[config.mk]
export PLATFORM = sky130hd
export DESIGN_NAME = pid_core_param
export DESIGN_NICKNAME = d
export VERILOG_FILES = /design/src/rtl/pid_core_param.sv
export SDC_FILE = /design/constraint.sdc
export NUM_CORES = 1
export LEC_CHECK = 0
export CORE_AREA = 8 8 223 225
export DETAILED_ROUTE_END_ITERATION = 10
export DIE_AREA = 0 0 231 233
export GPL_ROUTABILITY_DRIVEN = 0
export GPL_TIMING_DRIVEN = 0
export PLACE_DENSITY = 0.72
export SLEW_MARGIN = 20
export SYNTH_ARGS = -nofsm -noshare
export SYNTH_HDL_FRONTEND = slang
export SYNTH_SLANG_ARGS = --single-unit
[constraint.sdc]
create_clock -name clk -period 8.87 [get_ports clk]
set_input_delay 1.3305 -clock clk [delete_from_list [all_inputs] [get_ports clk]]
set_output_delay 1.3305 -clock clk [all_outputs]
set_load 0.03 [all_outputs]
[src/rtl/pid_core_param.sv]
// Parametrised fixed-point PID controller with one shared multiplier and a six-state sequencer.
// Integral is clamped for anti-windup, the output is saturated, and an optional period auto-clears the memory terms.
module pid_core_param #(
  parameter int W     = 16,
  parameter int SHIFT = 3,
  parameter int I_LIM = 16383
) (
  input  logic                clk,
  input  logic                reset,
  input  logic                enable,
  input  logic                start,
  input  logic                clear,
  input  logic signed [W-1:0] kp,
  input  logic signed [W-1:0] ki,
  input  logic signed [W-1:0] kd,
  input  logic signed [W-1:0] sp,
  input  logic signed [W-1:0] pv,
  input  logic        [W-1:0] period,
  output logic                busy,
  output logic signed [W-1:0] data_out,
  output logic                data_valid,
  output logic                sat_flag
);

  localparam int AW = 2*W + 2;
  localparam logic signed [AW-1:0] MAXV = {{(AW-W+1){1'b0}}, {(W-1){1'b1}}};
  localparam logic signed [AW-1:0] MINV = {{(AW-W+1){1'b1}}, {(W-1){1'b0}}};
  localparam logic signed [W:0]    ILIM = (W+1)'(I_LIM);
  localparam logic signed [W:0]    NLIM = -ILIM;

  typedef enum logic [2:0] {IDLE, ERR, PMUL, IMUL, DMUL, OUT} state_t;
  state_t state, state_nx;

  function automatic logic signed [AW-1:0] sx(input logic signed [W:0] x);
    return {{(AW-W-1){x[W]}}, x};
  endfunction

  function automatic logic signed [W-1:0] sat_w(input logic signed [AW-1:0] x);
    if (x > MAXV)      return MAXV[W-1:0];
    else if (x < MINV) return MINV[W-1:0];
    else               return x[W-1:0];
  endfunction

  function automatic logic signed [W-1:0] clamp_i(input logic signed [W:0] x);
    if (x > ILIM)      return ILIM[W-1:0];
    else if (x < NLIM) return NLIM[W-1:0];
    else               return x[W-1:0];
  endfunction

  logic signed [W-1:0]  kp_r, ki_r, kd_r, sp_r, pv_r;
  logic signed [W-1:0]  e_r, de_r, e_prev, integ;
  logic        [W-1:0]  counter;
  logic signed [AW-1:0] acc;

  // Error stage: W+1-bit differences keep the subtraction exact before saturation
  logic signed [W:0]    diff, ddiff, isum;
  logic signed [W-1:0]  e_c, de_c, integ_c;
  always_comb begin
    diff    = {sp_r[W-1], sp_r} - {pv_r[W-1], pv_r};
    e_c     = sat_w(sx(diff));
    ddiff   = {e_c[W-1], e_c} - {e_prev[W-1], e_prev};
    de_c    = sat_w(sx(ddiff));
    isum    = {integ[W-1], integ} + {e_c[W-1], e_c};
    integ_c = clamp_i(isum);
  end

  // Shared multiplier: operand pair selected by the current multiply state
  logic signed [W-1:0]   ma, mb;
  logic signed [2*W-1:0] prod;
  logic signed [AW-1:0]  prod_x, r;
  logic                  r_sat;
  logic          [W:0]   cnt_inc;
  always_comb begin
    ma = '0;
    mb = '0;
    case (state)
      PMUL:    begin ma = kp_r; mb = e_r;   end
      IMUL:    begin ma = ki_r; mb = integ; end
      DMUL:    begin ma = kd_r; mb = de_r;  end
      default: ;
    endcase
    prod    = ma * mb;
    prod_x  = {{2{prod[2*W-1]}}, prod};
    r       = acc >>> SHIFT;
    r_sat   = (r > MAXV) || (r < MINV);
    cnt_inc = {1'b0, counter} + 1'b1;
  end

  always_comb begin
    state_nx = state;
    if (clear || !enable) begin
      state_nx = IDLE;
    end else begin
      case (state)
        IDLE:    if (start) state_nx = ERR;
        ERR:     state_nx = PMUL;
        PMUL:    state_nx = IMUL;
        IMUL:    state_nx = DMUL;
        DMUL:    state_nx = OUT;
        OUT:     state_nx = IDLE;
        default: state_nx = IDLE;
      endcase
    end
  end

  always_ff @(posedge clk or negedge reset) begin
    if (!reset) state <= IDLE;
    else        state <= state_nx;
  end

  always_ff @(posedge clk or negedge reset) begin
    if (!reset) begin
      kp_r <= '0; ki_r <= '0; kd_r <= '0; sp_r <= '0; pv_r <= '0;
      e_r <= '0; de_r <= '0; e_prev <= '0; integ <= '0;
      counter <= '0; acc <= '0;
      busy <= 1'b0; data_out <= '0; data_valid <= 1'b0; sat_flag <= 1'b0;
    end else if (clear) begin
      integ      <= '0;
      e_prev     <= '0;
      counter    <= '0;
      busy       <= 1'b0;
      data_valid <= 1'b0;
    end else if (!enable) begin
      busy       <= 1'b0;
      data_valid <= 1'b0;
    end else begin
      data_valid <= 1'b0;
      case (state)
        IDLE: if (start) begin
          kp_r <= kp; ki_r <= ki; kd_r <= kd; sp_r <= sp; pv_r <= pv;
          busy <= 1'b1;
        end
        ERR: begin
          e_r    <= e_c;
          de_r   <= de_c;
          integ  <= integ_c;
          e_prev <= e_c;
        end
        PMUL: acc <= prod_x;
        IMUL: acc <= acc + prod_x;
        DMUL: acc <= acc + prod_x;
        // Output stage: the period wrap only affects the next sample's memory terms
        OUT: begin
          data_out   <= sat_w(r);
          sat_flag   <= r_sat;
          data_valid <= 1'b1;
          busy       <= 1'b0;
          if (period == '0) begin
            counter <= '0;
          end else if (cnt_inc == {1'b0, period}) begin
            counter <= '0;
            integ   <= '0;
            e_prev  <= '0;
          end else begin
            counter <= cnt_inc[W-1:0];
          end
        end
        default: ;
      endcase
    end
  end

endmodule

==> summary.md <==
| Metric | Value |
|---|---|
| Drc violations | 0 |
| Synth top area share | 22.9% |
| Number of synthesized flops with an enable pin | 0 |
| Crit path launch | state[0]$_DFFE_PN0P_ |
| # port buffers | 119 |
| Internal | 2830 µW |
| Clk buf depth | 3 |
| I/O Pins | 120 |
| Crit share post-route | 98.6% |
| Worst skew pair latency | 0.56 ns |
| Setup crit start kind | flop |
| Worst reg2reg setup slack | 0.12 ns |
| Initial antenna violation count | 0 |
| Layout Nets | 3414 |
| Vias in the first global route | 20482 |
| Most frequent cell after synthesis | inv_1 |
| DR WL/cell | 19.8 µm |
| Post-synthesis register bit count | 216 |
| Die area | 0.0538 mm² |
| DP HPWL | 52.6 mm |
| Max-cap viol count | 0 |
| Synth Cell Area | 0.0236 mm² |
| Num CTS Buffers | 26 |
| CTS tree | done |
| Crit-path max FO | 8 |
| Share of synthesized flip-flops with an asynchronous set or reset | 100% |
| Critical Path Sink Type | flop |
| Top cells by count, synth | 386 x inv_1, 291 x nand2_1, 274 x nor2_1 |
| Switching power as a share of total power | 41.3% |
| Worst path arrival time | 9.16 ns |
| TritonCTS Sinks | 216 |
| Top FF cell, synth | dfrtp_1 |
| Seq pwr share | 27.0% |
| Pleak | 0.0137 µW |
| HP Start | e_prev[11]$_DFFE_PN0P_ |
| Minimum clock period | 8.75 ns |
| GR Util All Layers | 24.5% |
| Worst Setup EP | acc[29]$_DFFE_PN0P_ |
| Critical path's largest stage delay | 0.54 ns |
| First-pass GRT wire length | 106 mm |
| Antenna Nets Post-Route | 0 |
| DR iter-0 viols | 1475 |
| DRT Pass-1 Iters | 6 |
| Area contributors post-synth | dfrtp_1 23%, fa_1 23%, ha_1 8.7%, inv_1 6.1%, nand2_1 4.6% |
| Slew Limit Fails | 0 |
| Final hold viol count | 0 |
| Share of layout cells above drive strength 1 | 16.1% |
| Largest net degree at the start of global routing | 106 |
| GRT overflow | 0 |
| Critical path's slowest cell | fa_2 |
| Die Y | 233 µm |
| Die Wd | 231 µm |
| DR vias/cell | 5.74 |
| Vias | 20138 |
| Highest clock rate | 0.114 GHz |
| Clk pin slew, worst setup/hold paths | 0.06 ns |
| Hold WC Path Type | reg2reg |
| Final Hold Slack | 0.476 ns |
| Share of total power in combinational logic | 50.4% |
| Max-slew headroom | 19.0% |
| Multi-input logic area | 0.0175 mm² |
| Synth Warn # | 0 |
| Final Setup Violations | 0 |
| Synth Instances | 2639 |
| Count of cell types in the netlist | 75 |
| Cell Pwr Density | 168 mW/mm² |
| Core box area | 0.0461 mm² |
| Seq/Total Area, Yosys | 22.9% |
| CTS hold repair buffers | 0 |
| Max IR drop VDD | 0.187 mV |
| Tot Pwr | 4830 µW |
| Std cell rows | 79 |
| Diode count | 0 |
| Status | finished, final reports clean |
| Clock Skews | 0.0287 ns |
| Crit Reg-Reg Endpoint | acc[29]$_DFFE_PN0P_ |
| Clock root cell | clkbuf_16 |
| Setup CP Type | reg2reg |
| Net Sw Power | 1990 µW |
| Syn_nets | 3171 |
| H-Tree Depth | 1 |
| Worst reg2reg startpoint | state[0]$_DFFE_PN0P_ |
| Worst Max-Slew Pin Slew | 1.22 ns |
| Synth area leader | dfrtp_1 |
| Cell mode on critical path | fa_1 |
| Initial Util | 51.3% |
| Worst R2R Path Depth | 38 |
| Filler cells | 3657 |
| Detailed-route wire length | 69.4 mm |
| Worst Path Required | 9.28 ns |
| Layout area overhead | 21.9% |
| Clock share of power | 22.5% |
| Mean post-synth cell area | 8.95 µm² |
| Register area | 0.00541 mm² |
worst min-delay path by stage:
stage                     cells past startpoint  slack [ns]                     end
after floorplan                               2        0.45      e_r[7]$_DFFE_PN0P_
after global placement                        1        0.46     e_r[15]$_DFFE_PN0P_
after detailed placement                      1        0.47     e_r[15]$_DFFE_PN0P_
after CTS                                     1        0.48     e_r[15]$_DFFE_PN0P_
after global routing                          2        0.50   e_prev[7]$_DFFE_PN0P_
final                                         2        0.48  e_prev[11]$_DFFE_PN0P_
critical path, delay by kind of cell, from the launching register on:
kind	cells	cell delay, ns
adders and majority gates	8	3.54
buffers and inverters	8	0.87
AOI/OAI and AO/OA	12	2.20
DFF	1	0.46
muxes	2	0.47
xor gates and xnor gates	2	0.25
and+or+nand+nor	6	0.80
power by group through the flow:
| stage | combinational, µW | sequential [µW] | clock [µW] |
|---|---|---|---|
| floorplan | 1690 | 1240 | 0 |
| global placement | 2190 | 1280 | 0 |
| detailed placement | 2270 | 1290 | 0 |
| CTS | 2340 | 1290 | 1100 |
| global route | 2640 | 1320 | 1140 |
| finish | 2430 | 1310 | 1090 |
cell families (layout without fill, tap and decap cells):
| group | Yosys count | count (layout) | share of synthesized area [%] |
|---|---|---|---|
| xor gates and xnor gates | 118 | 118 | 4.38 |
| DFF | 216 | 216 | 22.9 |
| adders and majority gates | 446 | 446 | 31.9 |
| and+or+nand+nor | 747 | 747 | 13.8 |
| muxes | 126 | 126 | 5.78 |
| buffers and inverters | 479 | 742 | 7.72 |
| AOI/OAI and AO/OA | 507 | 507 | 13.5 |
metal layers:
metal	vias to the layer above	routed length, µm	GRT usage, %
li1	9123	-	-
met1	9920	26000	29.3
met2	826	34400	42.5
met3	269	4570	3.56
met4	0	4470	13.0
met5	-	0	0
cells in the final DEF (no fill, tap or decap), types with 71 or more instances in the layout:
cell type        netlist  final
xnor2_1               76     71
fa_1                 266    254
nand2_1              291    288
o21ai_0              157    133
buf_4                  0     93
inv_1                386    372
a21oi_1              112     97
ha_1                 165    145
dfrtp_1              216    214
mux2_2                82     82
clkdlybuf4s50_1        0    118
nor2_1               274    264
flip-flops by register name, indices dropped and copies added, names as in the netlist, 3 cells and up:
register and flops:
integ 16, kd_r 16, counter 16, de_r 16, e_r 16, state 3
kp_r 16, pv_r 16, e_prev 16, data_out 16, acc 34, sp_r 16
ki_r 16
through the flow:
step	area [µm²]	setup WS, ns	TNS (ns)	utilization [%]	std cells
after global routing	28800	-0.106	-0.392	62.5	3509
after detailed placement	25600	-1.93	-23.84	55.6	3367
after global placement	25600	-2.60	-570.58	55.5	3365
after floorplan	23600	0.0179	0	-	2639
final	28800	0.124	0	62.5	3509
after CTS	27500	0.00491	0	59.7	3439
final cells by class:
cell class	count	area share, %
inverters	386	5.05
multi-input cells	1944	60.7
repair buffers	229	7.89
plain buffers	79	1.98
flip-flops and latches	216	18.8
clock buffers	32	2.41
clock inverters	16	0.596
well taps	607	2.64
what timing repair did:
action                     4_1_cts  5_1_grt
pin swaps                       22      104
buffers inserted                37       66
setup endpoints to repair       19       15
hold endpoints to repair         0        0
cloned                           1        4
gates resized for setup        195      166
Note: power is estimated with default switching activity, not from simulation.
==> variant: new RTL, same settings <==
Set the parameter `W` to 18 (it was 16).
--- a/src/rtl/pid_core_param.sv
+++ b/src/rtl/pid_core_param.sv
@@ -1,7 +1,7 @@
 // Parametrised fixed-point PID controller with one shared multiplier and a six-state sequencer.
 // Integral is clamped for anti-windup, the output is saturated, and an optional period auto-clears the memory terms.
 module pid_core_param #(
-  parameter int W     = 16,
+  parameter int W     = 18,
   parameter int SHIFT = 3,
   parameter int I_LIM = 16383
 ) (
Ports: changed (7 resized); port bits go from 120 to 134. The function was not compared with the original's and may differ.
==> variant against the original RTL <==
The run now ends with setup timing left. Via count rose by 20%. Sequential power rose by 14%. Sequential cell count rose by 26. Cell area grew 18%. Setup slack lost 0.22 ns. Count of clock-buffer cells in the layout is 2 higher. Synthesized area increased by 16%. Routed wire length is 25% higher. Total power increased by 18%. Critical endpoint is now acc[35]. Highest routed layer unchanged.
==> variant: results (changes against the original RTL) <==
[outcome]
outcome = finished with violations  ; was finished, final reports clean
violations = setup timing

[drt]
drtIter0Drc = 2358  ; was 1475
avgViaCountPerCell = 6.01  ; was 5.74
drt-total-wl_mm = 87.0  ; was 69.4 mm

[sta]
fin_tns_setup_ns = -0.177  ; was 0 ns
layout_setup_ws_ns = -0.0989  ; was 0.124 ns
final-setup-viol-count = 4  ; was 0
whs_ns = 0.480  ; was 0.476 ns
slew_headroom = 0.312  ; was 0.190
worst_clock_skew_ns = 0.0290  ; was 0.0287 ns

[synthesis]
synth_common_cells = inv_1, nand2_1, fa_1, nor2_1, dfrtp_1  ; was inv_1, nand2_1, nor2_1, fa_1, dfrtp_1
ys.flop_type = dfrtp_1  ; unchanged
synthCells = 3083  ; was 2639
synthTopCellsByArea = fa_1, dfrtp_1, ha_1  ; was dfrtp_1, fa_1, ha_1
synth_nets = 3715  ; was 3171
ys_seq_area_frac = 0.220  ; was 0.229
synth_cell_types = 80  ; was 75

[clock_tree]
clk_latency_ns = 0.59  ; was 0.56 ns
clockBufferDepth = 3  ; unchanged
cts_made_buffers = 29  ; was 26

[min_path]
hold_path.startpoint = e_prev[15]  ; was e_prev[11]
hold_path_depth = 1  ; was 2
min_to = e_prev[15]  ; was e_prev[11]

[cells_and_area]
fill_cells = 3260  ; was 3657
final_layout_size_suffix_gt1_frac = 0.179  ; was 0.161
stdcell_area_um2 = 34000  ; was 28800 um^2
largest_register_ffs = 38  ; was 34
fin_cells = 4024  ; was 3509

[global_route]
grt_pass1_vias = 24600  ; was 20500
grt_pass1_wl_mm = 131  ; was 106 mm
grt_start_max_net_pins = 87  ; was 106
track_usage = 0.306  ; was 0.245

[critical_path]
slowest_stage = fa_2  ; unchanged
r2r_start = state[0]  ; unchanged
critPathMaxStageDelay_ns = 0.67  ; was 0.54 ns
crit_path_max_fanout = 6  ; was 8
r2r_end = acc[35]  ; was acc[29]
reg2regPathDepth = 37  ; was 38

[place]
dp_slack_ns = -2.15  ; was -1.93 ns
dpl.cell_count = 3825  ; was 3367
dpl_cell_area_um2 = 29700  ; was 25600 um^2
port_buffers = 133  ; was 119
dp_hpwl_mm = 64.2  ; was 52.6 mm

[power]
peakVddDrop_v = 0.000314  ; was 0.000187 V
p_sw_frac = 0.425  ; was 0.413
leakage_nw = 16.0  ; was 13.7 nW
cellPowerDensity_nw_per_um2 = 168  ; about the same
power_frac_clock = 0.210  ; was 0.225
pwr-share-comb = 0.528  ; was 0.504

variant: kinds of logic (layout without fill, tap and decap cells):
| kind of cell | Yosys count | after routing | synth area share |
|---|---|---|---|
| AO/OA/AOI/OAI | 585 | 585 | 0.133 |
| XOR/XNOR | 129 | 129 | 0.0411 |
| adder cells (fa/ha/maj) | 539 | 539 | 0.334 |
| buffers and inverters | 582 | 915 | 0.0801 |
| flip-flops | 242 | 242 | 0.220 |
| multiplexers | 136 | 136 | 0.0538 |
| other | 0 | 1 | 0 |
| AND/OR/NAND/NOR | 870 | 870 | 0.137 |
variant: per-layer routing:
metal | GRT usage | vias to the layer above | wire length (um)
met1 | 0.365 | 11900 | 31400
met4 | 0.163 | 0 | 5790
li1 | - | 10700 | -
met5 | 0 | - | 0
met3 | 0.0572 | 382 | 7410
met2 | 0.522 | 1170 | 42400
variant: worst max-delay path by stage:
stage	endpoint	start	slack (ns)	cells past startpoint
after floorplan	acc[37]	state[0]	0.004	42
after global placement	ki_r[10]	reset	-3.83	1
after detailed placement	acc[37]	state[0]	-2.15	36
after CTS	acc[36]	state[0]	0.0003	39
after global routing	acc[35]	state[0]	-0.32	42
final	acc[35]	state[0]	-0.1	37
variant: timing repair:
item	CTS	global route
pin swaps	62	96
hold buffers	0	0
setup buffers	80	74
gates cloned	3	2
resized for setup	347	178
endpoints found under the setup margin	25	18
variant: layout make-up:
type                    count  share of cell area
inverters                 475              0.0525
multi-input cells        2259               0.611
plain buffers              98              0.0270
clock inverters            14             0.00541
repair buffers            294              0.0813
flip-flops and latches    242               0.178
well taps                 607              0.0223
diodes                      1           0.0000736
clock buffers              34              0.0219
